<file path="src/rtl/demux_dispatch_pkg.sv">
// Shared types and constants for the round-robin burst dispatcher.
// State encoding, channel count and select width live here.
package demux_dispatch_pkg;

  localparam int NUM_CH = 4;
  localparam int SEL_W  = 2;

  typedef enum logic [1:0] {
    IDLE = 2'd0,
    ARB  = 2'd1,
    XFER = 2'd2
  } state_t;

  function automatic logic [NUM_CH-1:0] onehot(
    input logic [SEL_W-1:0] s
  );
    onehot = NUM_CH'(1) << s;
  endfunction

endpackage

</file>
<file path="src/rtl/demux_dispatch_pick.sv">
// rr_pick4: first enabled channel strictly after last, wrapping.
// Purely combinational; found is low only when en is zero.
module rr_pick4
  import demux_dispatch_pkg::*;
(
  input  logic [NUM_CH-1:0] en,
  input  logic [SEL_W-1:0]  last,
  output logic [SEL_W-1:0]  next,
  output logic              found
);

  logic [SEL_W-1:0] idx;

  // Walk offsets 4..1 so the nearest enabled channel wins last.
  always_comb begin
    next  = '0;
    found = 1'b0;
    idx   = '0;
    for (int i = NUM_CH; i >= 1; i--) begin
      idx = last + SEL_W'(i);
      if (en[idx]) begin
        next  = idx;
        found = 1'b1;
      end
    end
  end

endmodule

</file>
<file path="src/rtl/demux_dispatch.sv">
// Round-robin burst dispatcher: one upstream stream, four channels.
// Owns the demux select and the per-channel valid/ready gating.
module demux_dispatch
  import demux_dispatch_pkg::*;
#(
  parameter int WIDTH = 8,
  parameter int BURST = 4
) (
  input  logic              clk,
  input  logic              rst,
  input  logic [NUM_CH-1:0] en,
  input  logic [WIDTH-1:0]  in_data,
  input  logic              in_valid,
  input  logic              in_last,
  output logic              in_ready,
  output logic [WIDTH-1:0]  out_data,
  output logic [NUM_CH-1:0] out_valid,
  input  logic [NUM_CH-1:0] out_ready,
  output logic [SEL_W-1:0]  sel,
  output logic              busy
);

  localparam logic [3:0] LAST_CNT = 4'(BURST - 1);

  state_t           state_q, state_d;
  logic [SEL_W-1:0] sel_q, sel_d;
  logic [SEL_W-1:0] last_q, last_d;
  logic [3:0]       cnt_q, cnt_d;
  logic [SEL_W-1:0] pick;
  logic             found;
  logic             xfer;
  logic             beat;

  rr_pick4 u_pick (
    .en    (en),
    .last  (last_q),
    .next  (pick),
    .found (found)
  );

  // Handshake is gated by rst so no word moves in a reset cycle.
  assign xfer      = (state_q == XFER) && !rst;
  assign in_ready  = xfer && out_ready[sel_q];
  assign out_valid = (xfer && in_valid) ? onehot(sel_q) : '0;
  assign beat      = in_valid && in_ready;
  assign out_data  = in_data;
  assign sel       = sel_q;
  assign busy      = (state_q != IDLE);

  always_comb begin
    state_d = state_q;
    sel_d   = sel_q;
    last_d  = last_q;
    cnt_d   = cnt_q;
    unique case (state_q)
      IDLE: begin
        if (in_valid && |en) state_d = ARB;
      end
      ARB: begin
        if (found) begin
          sel_d   = pick;
          last_d  = pick;
          cnt_d   = '0;
          state_d = XFER;
        end else begin
          state_d = IDLE;
        end
      end
      XFER: begin
        if (beat) begin
          cnt_d = cnt_q + 4'd1;
          if (in_last || cnt_q == LAST_CNT) state_d = IDLE;
        end
      end
      default: state_d = IDLE;
    endcase
  end

  always_ff @(posedge clk) begin
    if (rst) begin
      state_q <= IDLE;
      sel_q   <= '0;
      last_q  <= 2'd3;
      cnt_q   <= '0;
    end else begin
      state_q <= state_d;
      sel_q   <= sel_d;
      last_q  <= last_d;
      cnt_q   <= cnt_d;
    end
  end

endmodule

</file>
<file path="config.mk">
export PLATFORM = sky130hd
export DESIGN_NAME = demux_dispatch
export DESIGN_NICKNAME = d
export VERILOG_FILES = /design/src/rtl/demux_dispatch_pkg.sv /design/src/rtl/demux_dispatch_pick.sv /design/src/rtl/demux_dispatch.sv
export SDC_FILE = /design/constraint.sdc
export NUM_CORES = 1
export LEC_CHECK = 0
export BUFFER_PORTS_ARGS = -buffer_cell sky130_fd_sc_hd__buf_2
export CAP_MARGIN = 20
export CORE_ASPECT_RATIO = 0.9
export CORE_MARGIN = 2
export CORE_UTILIZATION = 48
export DETAILED_ROUTE_END_ITERATION = 7
export PLACE_DENSITY = 0.82
export SYNTH_ARGS = -nofsm -noshare
export SYNTH_HDL_FRONTEND = slang
export SYNTH_SLANG_ARGS = --single-unit
</file>
<file path="constraint.sdc">
create_clock -name clk -period 3.7 [get_ports clk]
set_input_delay 0 -clock clk [delete_from_list [all_inputs] [get_ports clk]]
set_output_delay 0 -clock clk [all_outputs]
set_load 0.02 [all_outputs]
</file>
==> summary.txt, run 1 <==
Logic synthesis
  – Synth warn: 0
  – Yosys reg bits: 10
  – Share of the synthesized area in the top cell type: 26.4%
  – Area share of xor/xnor cells in the synthesized design: 2.31%
  – Adder-cell share of the synthesized area: 1.65%
  – Post-synthesis sequential area ratio: 26.4%
  – Syn Nets: 109
  – Post-synth top cells: dfxtp_1 (10), buf_4 (9), nand2_1 (7)
  – Synth async-reset ratio: 0%
  – Largest family of logic cells by synthesized area: simple AND/OR/NAND/NOR gates
  – Average size of a mapped cell: 8.62 um2
  – Most used flip-flop cell after synthesis: dfxtp_1
  – Post-synth EDFFs: 0
  – Synthesized cell area: 758 um2
  – Synth unique cells: 38
  – Leading area contributor after synthesis: dfxtp_1
  – Post-synthesis compound-gate area fraction: 13.4%
  – Post-synthesis simple-gate area fraction: 38.8%
  – Top cells by area, synth: dfxtp_1 (26%), buf_4 (8.9%), buf_6 (4.5%), nand2_1 (3.5%), nor3_1 (3.3%)
  – Mux contribution to synthesized area: 2.97%
  – Cell with the most instances after synthesis: dfxtp_1
  – Post-synthesis cell count: 88

Floorplanning
  – Chip width: 45.9 um
  – FP Rows: 13
  – Core footprint: 0.00146 mm2
  – Ports: 36
  – Die area: 0.00191 mm2
  – Die H: 41.7 um
  – Initial Util: 51.8%

Global route
  – Total track usage: 18.3%
  – Number of global-route vias before repair: 602
  – Largest net degree at the start of global routing: 14
  – GRT overflow: 0
  – Initial antenna violation count: 0
  – First-pass GRT wire length: 2550 um

STA
  – Setup TNS: 0 ns
  – RSZ-0062 raised after global routing: false
  – Worst slew pin tran: 0.398 ns
  – Slew Viols, Final: 0
  – WHS: 0.00000886 ns
  – Final setup fails: 0
  – Max Clk Rate: 0.613 GHz
  – Period utilization: 44.1%
  – Hold Vio Cnt, Final: 0
  – Period minus WS final: 1.63 ns
  – Max-Slew Margin vs Limit: 73.4%
  – Max Clock Skew: 0.00201 ns

Clock network
  – Clock-pin slew on the worst setup and hold paths: 0.06 ns
  – CTS sink cnt: 10
  – Clock root buffer: clkbuf_4
  – Clk Latency, worst-skew pair: 0.27 ns
  – Clock Tree Buf Depth: 2
  – Post-CTS Setup Inserts: 0
  – H-tree depth: 1
  – CTS tree: done
  – Num CTS Buffers: 3
  – Post-CTS Hold Buffers: 0
  – Post-cts sizing count: 0

Setup path
  – CP required: 3.70 ns
  – Worst Path Arrival: 1.63 ns
  – Crit path kind: reg -> out
  – Worst Setup Start Kind: flop
  – Crit. End Element: primary output
  – Crit Path Max Fanout: 7

Cells and area
  – Multi-input gate area: 448 um2
  – Layout cell share with drive strength beyond 1: 29.9%
  – Sequential cell area: 200 um2
  – Fin nets: 120
  – Area grow syn2layout: 3.96%
  – Ant diodes: 0
  – Filler Cells Inserted: 142

Routing
  – Via count: 667
  – Initial DRC count: 15
  – Final WL: 1540 um
  – Detailed Routing Iterations Pass 1: 4
  – WL per Instance: 13.8 um
  – DRC: 0
  – ANT nets after route: 0
  – Avg Vias per Cell: 5.96

Power and ir drop
  – Cell-internal power: 0.174 mW
  – Switching part of the total: 29.7%
  – Clock power share: 29.8%
  – Leak Pwr: 0.321 nW
  – Max VDD drop: 0.175 mV
  – NetSw: 0.0735 mW
  – Logic gate share of total power: 21.4%
  – Pwr Density: 314 mW/mm2
  – Sequential Power Share: 48.8%

Placed design
  – Port Buffers: 19
  – Final GP Congestion: 0.769
  – Hpwl dp: 1210 um

Hold path
  – Hold WC Path Type: in -> out

Flow run
  – Max-Cap Viols: 0

Status
  – Status: complete, no violations
==> metal layers <==
layer / GRT usage, % / vias to the layer above / wire length, um / share of wire [%]
met2: 27.2 / 12 / 731 / 47
met1: 22.4 / 307 / 669 / 43
met3: 6.52 / 13 / 91 / 5.9
met5: 0 / - / 0 / 0
li1: - / 335 / - / -
met4: 9.71 / 0 / 49 / 3.2
==> cell type report <==
cell class	count	share of cell area [%]
repair buffers	19	12.1
well taps	15	2.38
clock buffers	3	2.86
multi-input cells	64	56.8
inverters	1	0.476
flip-flops and latches	10	25.4
==> sequential cells by signal (all words and copies together) (netlist names) <==
name,flops
state_q,2
sel,2
last_q,2
cnt_q,4
==> logic make-up after synthesis <==
group / count (synthesis)
multiplexers: 1
XOR/XNOR: 2
AO/OA/AOI/OAI: 15
flip-flops: 10
adder cells (fa/ha/maj): 1
buffers and inverters: 14
AND/OR/NAND/NOR: 45
==> worst max-delay path, stage by stage, from the launching register on <==
cell and delay (ns):
dfxtp_1 0.43, mux4_2 0.60, and2_1 0.18, buf_2 0.15
==> cell usage in the layout, fill, tap and decap left out, types with 2 or more instances in the layout <==
cell type / netlist / routed
a21oi_1: 4 / 4
a31oi_1: 2 / 2
and3_1: 2 / 2
buf_2: 1 / 19
clkbuf_4: 0 / 3
dfxtp_1: 10 / 10
nand2_1: 7 / 7
nand2b_1: 2 / 2
nand3_1: 3 / 3
nand3b_1: 2 / 2
nand4b_1: 2 / 2
nor2_1: 5 / 5
nor2b_1: 3 / 3
nor3_1: 5 / 5
nor3b_1: 2 / 2
nor4b_1: 2 / 2
nor4bb_1: 2 / 2
o21ai_1: 2 / 2
xor2_1: 2 / 2
==> stage by stage <==
stage / setup slack, ns / std cells / instance area, um2 / util, % / total power, mW
6_report: 2.07 / 112 / 788 / 53.8 / 0.248
5_1_grt: 1.95 / 112 / 788 / 53.8 / 0.263
4_1_cts: 2.06 / 112 / 788 / 53.8 / 0.252
3_5_place_dp: 2.20 / 109 / 766 / 52.3 / 0.176
3_3_place_gp: 2.22 / 109 / 766 / 52.3 / 0.174
2_1_floorplan: 2.17 / 88 / 758 / - / 0.176
==> power groups by stage <==
stage               Sequential, mW  Combinational [mW]  Clock [mW]
floorplan                    0.121              0.0557           0
global placement             0.123              0.0517           0
detailed placement           0.123              0.0529           0
CTS                          0.121              0.0530      0.0783
global route                 0.122              0.0582      0.0823
finish                       0.121              0.0530      0.0739
==> path summary, 6_finish.rpt <==
path,to,slack [ns],start,cells past startpoint
worst max-delay path,in_ready,2.07,sel[0]$_SDFFE_PP0P_,3
worst min-delay path,out_data[3],0.000009,in_data[3],0
worst max register to register,cnt_q[3]$_SDFFE_PP0P_,2.18,sel[0]$_SDFFE_PP0P_,4
worst min register to register,cnt_q[1]$_SDFFE_PP0P_,0.51,cnt_q[1]$_SDFFE_PP0P_,2
Note: power is estimated with default switching activity, not from simulation.
==> inputs of run 2 (changes only) <==
--- a/config.mk
+++ b/config.mk
@@ -9,9 +9,9 @@
 export CAP_MARGIN = 20
 export CORE_ASPECT_RATIO = 0.9
 export CORE_MARGIN = 2
-export CORE_UTILIZATION = 48
+export CORE_UTILIZATION = 45
 export DETAILED_ROUTE_END_ITERATION = 7
-export PLACE_DENSITY = 0.82
+export PLACE_DENSITY = 0.78
 export SYNTH_ARGS = -nofsm -noshare
 export SYNTH_HDL_FRONTEND = slang
 export SYNTH_SLANG_ARGS = --single-unit
==> constraint.sdc (replaced) <==
create_clock -name clk -period 1.6 [get_ports clk]
set_input_delay 0 -clock clk [delete_from_list [all_inputs] [get_ports clk]]
set_output_delay 0 -clock clk [all_outputs]
set_load 0.02 [all_outputs]
==> run 2 against run 1 <==
Die area up 6.0%. Register-to-register slack worse by 2.1 ns. Clock skew down 0.00070 ns. Non-clock buffer count up 2. Design area up 4.8%. Clock power up 130%. Final cell count up 9.8%. First-iteration DRC count down 53%. Sequential share of layout area down 1.0 points. Global-route usage up 0.20 points. Setup slack worse by 2.0 ns. Highest routed layer unchanged.
==> summary.txt, run 2 (synthesis gave the netlist of run 1 again) <==
Cells and area
  – Max reg flops: 4 (unchanged)
  – Filler Cells Inserted: 178 (was 142)
  – Sequential cell area: 201 um2 (was 200 um2)
  – Area grow syn2layout: 8.91% (was 3.96%)
  – Most frequent cells in the layout: buf_2 (19), dfxtp_1 (9), nand2_1 (7) (was buf_2 (19), dfxtp_1 (10), nand2_1 (7))
  – Ant diodes: 0 (unchanged)
  – Multi-input gate area: 458 um2 (was 448 um2)
  – Finished Core Util: 50.7% (was 53.8%)
  – Non-Filler Instances: 123 (was 112)
  – Fin nets: 122 (was 120)
  – Layout cell share with drive strength beyond 1: 35.4% (was 29.9%)
  – Top reg by flops: cnt_q (unchanged)
  – Commonest non-fill, non-tap cell in the layout: buf_2 (unchanged)

Floorplanning
  – Die area: 0.00203 mm2 (was 0.00191 mm2)
  – Initial Util: 46.5% (was 51.8%)
  – FP Rows: 14 (was 13)
  – Die H: 42.9 um (was 41.7 um)
  – Core footprint: 0.00163 mm2 (was 0.00146 mm2)
  – Ports: 36 (unchanged)
  – Chip width: 47.3 um (was 45.9 um)

STA
  – RSZ-0062 raised after global routing: false (unchanged)
  – Hold Vio Cnt, Final: 0 (unchanged)
  – Final setup fails: 0 (unchanged)
  – Max Clock Skew: 0.00131 ns (was 0.00201 ns)
  – Period utilization: 95.7%
  – Worst slew pin tran: 0.354 ns (was 0.398 ns)
  – Period minus WS final: 1.53 ns
  – Final WS setup: 0.0692 ns (was 2.07 ns)
  – Setup TNS: 0 ns (unchanged)
  – Max-Slew Margin vs Limit: 76.1% (was 73.4%)
  – Slew Viols, Final: 0 (unchanged)
  – Max Clk Rate: 0.653 GHz

Power and ir drop
  – Max VDD drop: 0.399 mV (was 0.175 mV)
  – Leak Pwr: 0.332 nW (was 0.321 nW)
  – Pwr Density: 707 mW/mm2 (was 314 mW/mm2)
  – Total power: 0.584 mW (was 0.248 mW)

Global route
  – First-pass GRT wire length: 2660 um (was 2550 um)
  – Largest net degree at the start of global routing: 14 (unchanged)
  – GRT overflow: 0 (unchanged)
  – Total track usage: 18.5% (was 18.3%)
  – Initial antenna violation count: 0 (unchanged)
  – Number of global-route vias before repair: 632 (was 602)

Setup path
  – Worst Setup Start Kind: flop (unchanged)
  – Worst path cell trace: mux4_2 > and2_1 > buf_2 (unchanged)
  – Worst-case reg-to-reg path depth: 4 (unchanged)
  – R2R Path Start: last_q[0]$_SDFFE_PP1P_ (was sel[0]$_SDFFE_PP0P_)
  – Worst Path Arrival: 1.53 ns (was 1.63 ns)
  – R2R Setup Slk: 0.12 ns (was 2.18 ns)
  – Crit path kind: reg -> out (unchanged)
  – CP max stage delay: 0.56 ns (was 0.60 ns)
  – CP max-delay cell: mux4_2 (unchanged)
  – CP required: 1.60 ns (was 3.70 ns)
  – Crit Path Max Fanout: 7 (unchanged)
  – Crit. End Element: primary output (unchanged)
  – FF-to-FF End: last_q[0]$_SDFFE_PP1P_ (was cnt_q[3]$_SDFFE_PP0P_)

Flow run
  – Max-Cap Viols: 0 (unchanged)

Clock network
  – Clock root buffer: clkbuf_4 (unchanged)
  – Clk Latency, worst-skew pair: 0.26 ns (was 0.27 ns)
  – H-tree depth: 1 (unchanged)
  – Post-CTS Hold Buffers: 0 (unchanged)
  – Clock-pin slew on the worst setup and hold paths: 0.06 ns (about the same)
  – CTS tree: done (unchanged)
  – Clock Tree Buf Depth: 2 (unchanged)
  – CTS sink cnt: 10 (unchanged)
  – Num CTS Buffers: 3 (unchanged)

Placed design
  – Hpwl dp: 1260 um (was 1210 um)
  – Setup Slack @ Placement: 0.102 ns (was 2.20 ns)
  – Final GP Congestion: 0.790 (was 0.769)
  – Placed insts: 119 (was 109)
  – Port Buffers: 19 (unchanged)

Hold path
  – Hold path depth: 0 (unchanged)
  – Hold Path Sink: out_data[7] (was out_data[3])
  – Hold WC Path Type: in -> out (unchanged)
  – Worst Hold Launch: in_data[7] (was in_data[3])

Status
  – Status: complete, no violations (unchanged)

Routing
  – Avg Vias per Cell: 5.41 (was 5.96)
  – Initial DRC count: 7 (was 15)
  – DRC: 0 (unchanged)
  – WL per Instance: 13.5 um (was 13.8 um)
  – Final WL: 1660 um (was 1540 um)
  – Via count: 666 (was 667)
  – ANT nets after route: 0 (unchanged)
  – Detailed Routing Iterations Pass 1: 3 (was 4)
==> run 2: cell count changes in the layout (fill, tap and decap cells not counted), sizes merged <==
cell  delta
buf      +2
==> run 2: what timing repair did <==
item	4_1_cts	5_1_grt
resized for setup	1	3
cloned	0	0
buffers inserted	0	1
hold endpoints to repair	0	0
endpoints found under the setup margin	1	2
==> run 2: worst max path at each step <==
stage	from	end	slack [ns]
final	sel[0]$_SDFFE_PP0P_	in_ready	0.07
after global routing	sel[0]$_SDFFE_PP0P_	in_ready	0.01
after CTS	sel[0]$_SDFFE_PP0P_	in_ready	0.04
after detailed placement	sel[0]$_SDFFE_PP0P_	cnt_q[2]$_SDFFE_PP0P_	0.10
after global placement	sel[0]$_SDFFE_PP0P_	cnt_q[3]$_SDFFE_PP0P_	0.15
after floorplan	sel[0]$_SDFFE_PP0P_	cnt_q[3]$_SDFFE_PP0P_	0.07
==> run 2: metal layers <==
metal  global-route usage (%)  vias to the layer above  share of wire (%)
met5                        0                        -                  0
met4                     8.89                        0                1.3
met3                     7.23                        4                3.8
met2                     28.9                       13                 51
met1                     21.2                      312                 44
li1                         -                      337                  -
==> run 2: report_power, final <==
| group | leakage (nW) | total (mW) | internal, mW | switching [mW] |
|---|---|---|---|---|
| logic | 0.237 | 0.132 | 0.0619 | 0.0703 |
| registers | 0.0819 | 0.280 | 0.261 | 0.0193 |
| clock network | 0.0138 | 0.172 | 0.0869 | 0.0846 |
==> run 2: critical path: cells and delay by family, from the launching register on <==
kind                   cells  cell delay (ns)
multiplexers               1             0.56
AND/OR/NAND/NOR            1             0.18
flip-flops                 1             0.38
buffers and inverters      1             0.15
==> run 2: cell type report <==
cell class / instances / share of cell area (%)
clock buffer: 3 / 2.73
inverter: 1 / 0.455
multi-input combinational: 64 / 55.5
sequential: 10 / 24.4
tap: 24 / 3.64
timing repair buffer: 21 / 13.3
==> run 2: through the flow <==
stage / hold WS [ns] / area [um2]
after floorplan: 0.113 / 758
after global placement: 0.000149 / 785
after detailed placement: 0.000149 / 785
after CTS: 0.000149 / 808
after global routing: 0.0000292 / 826
final: 0.00000644 / 826
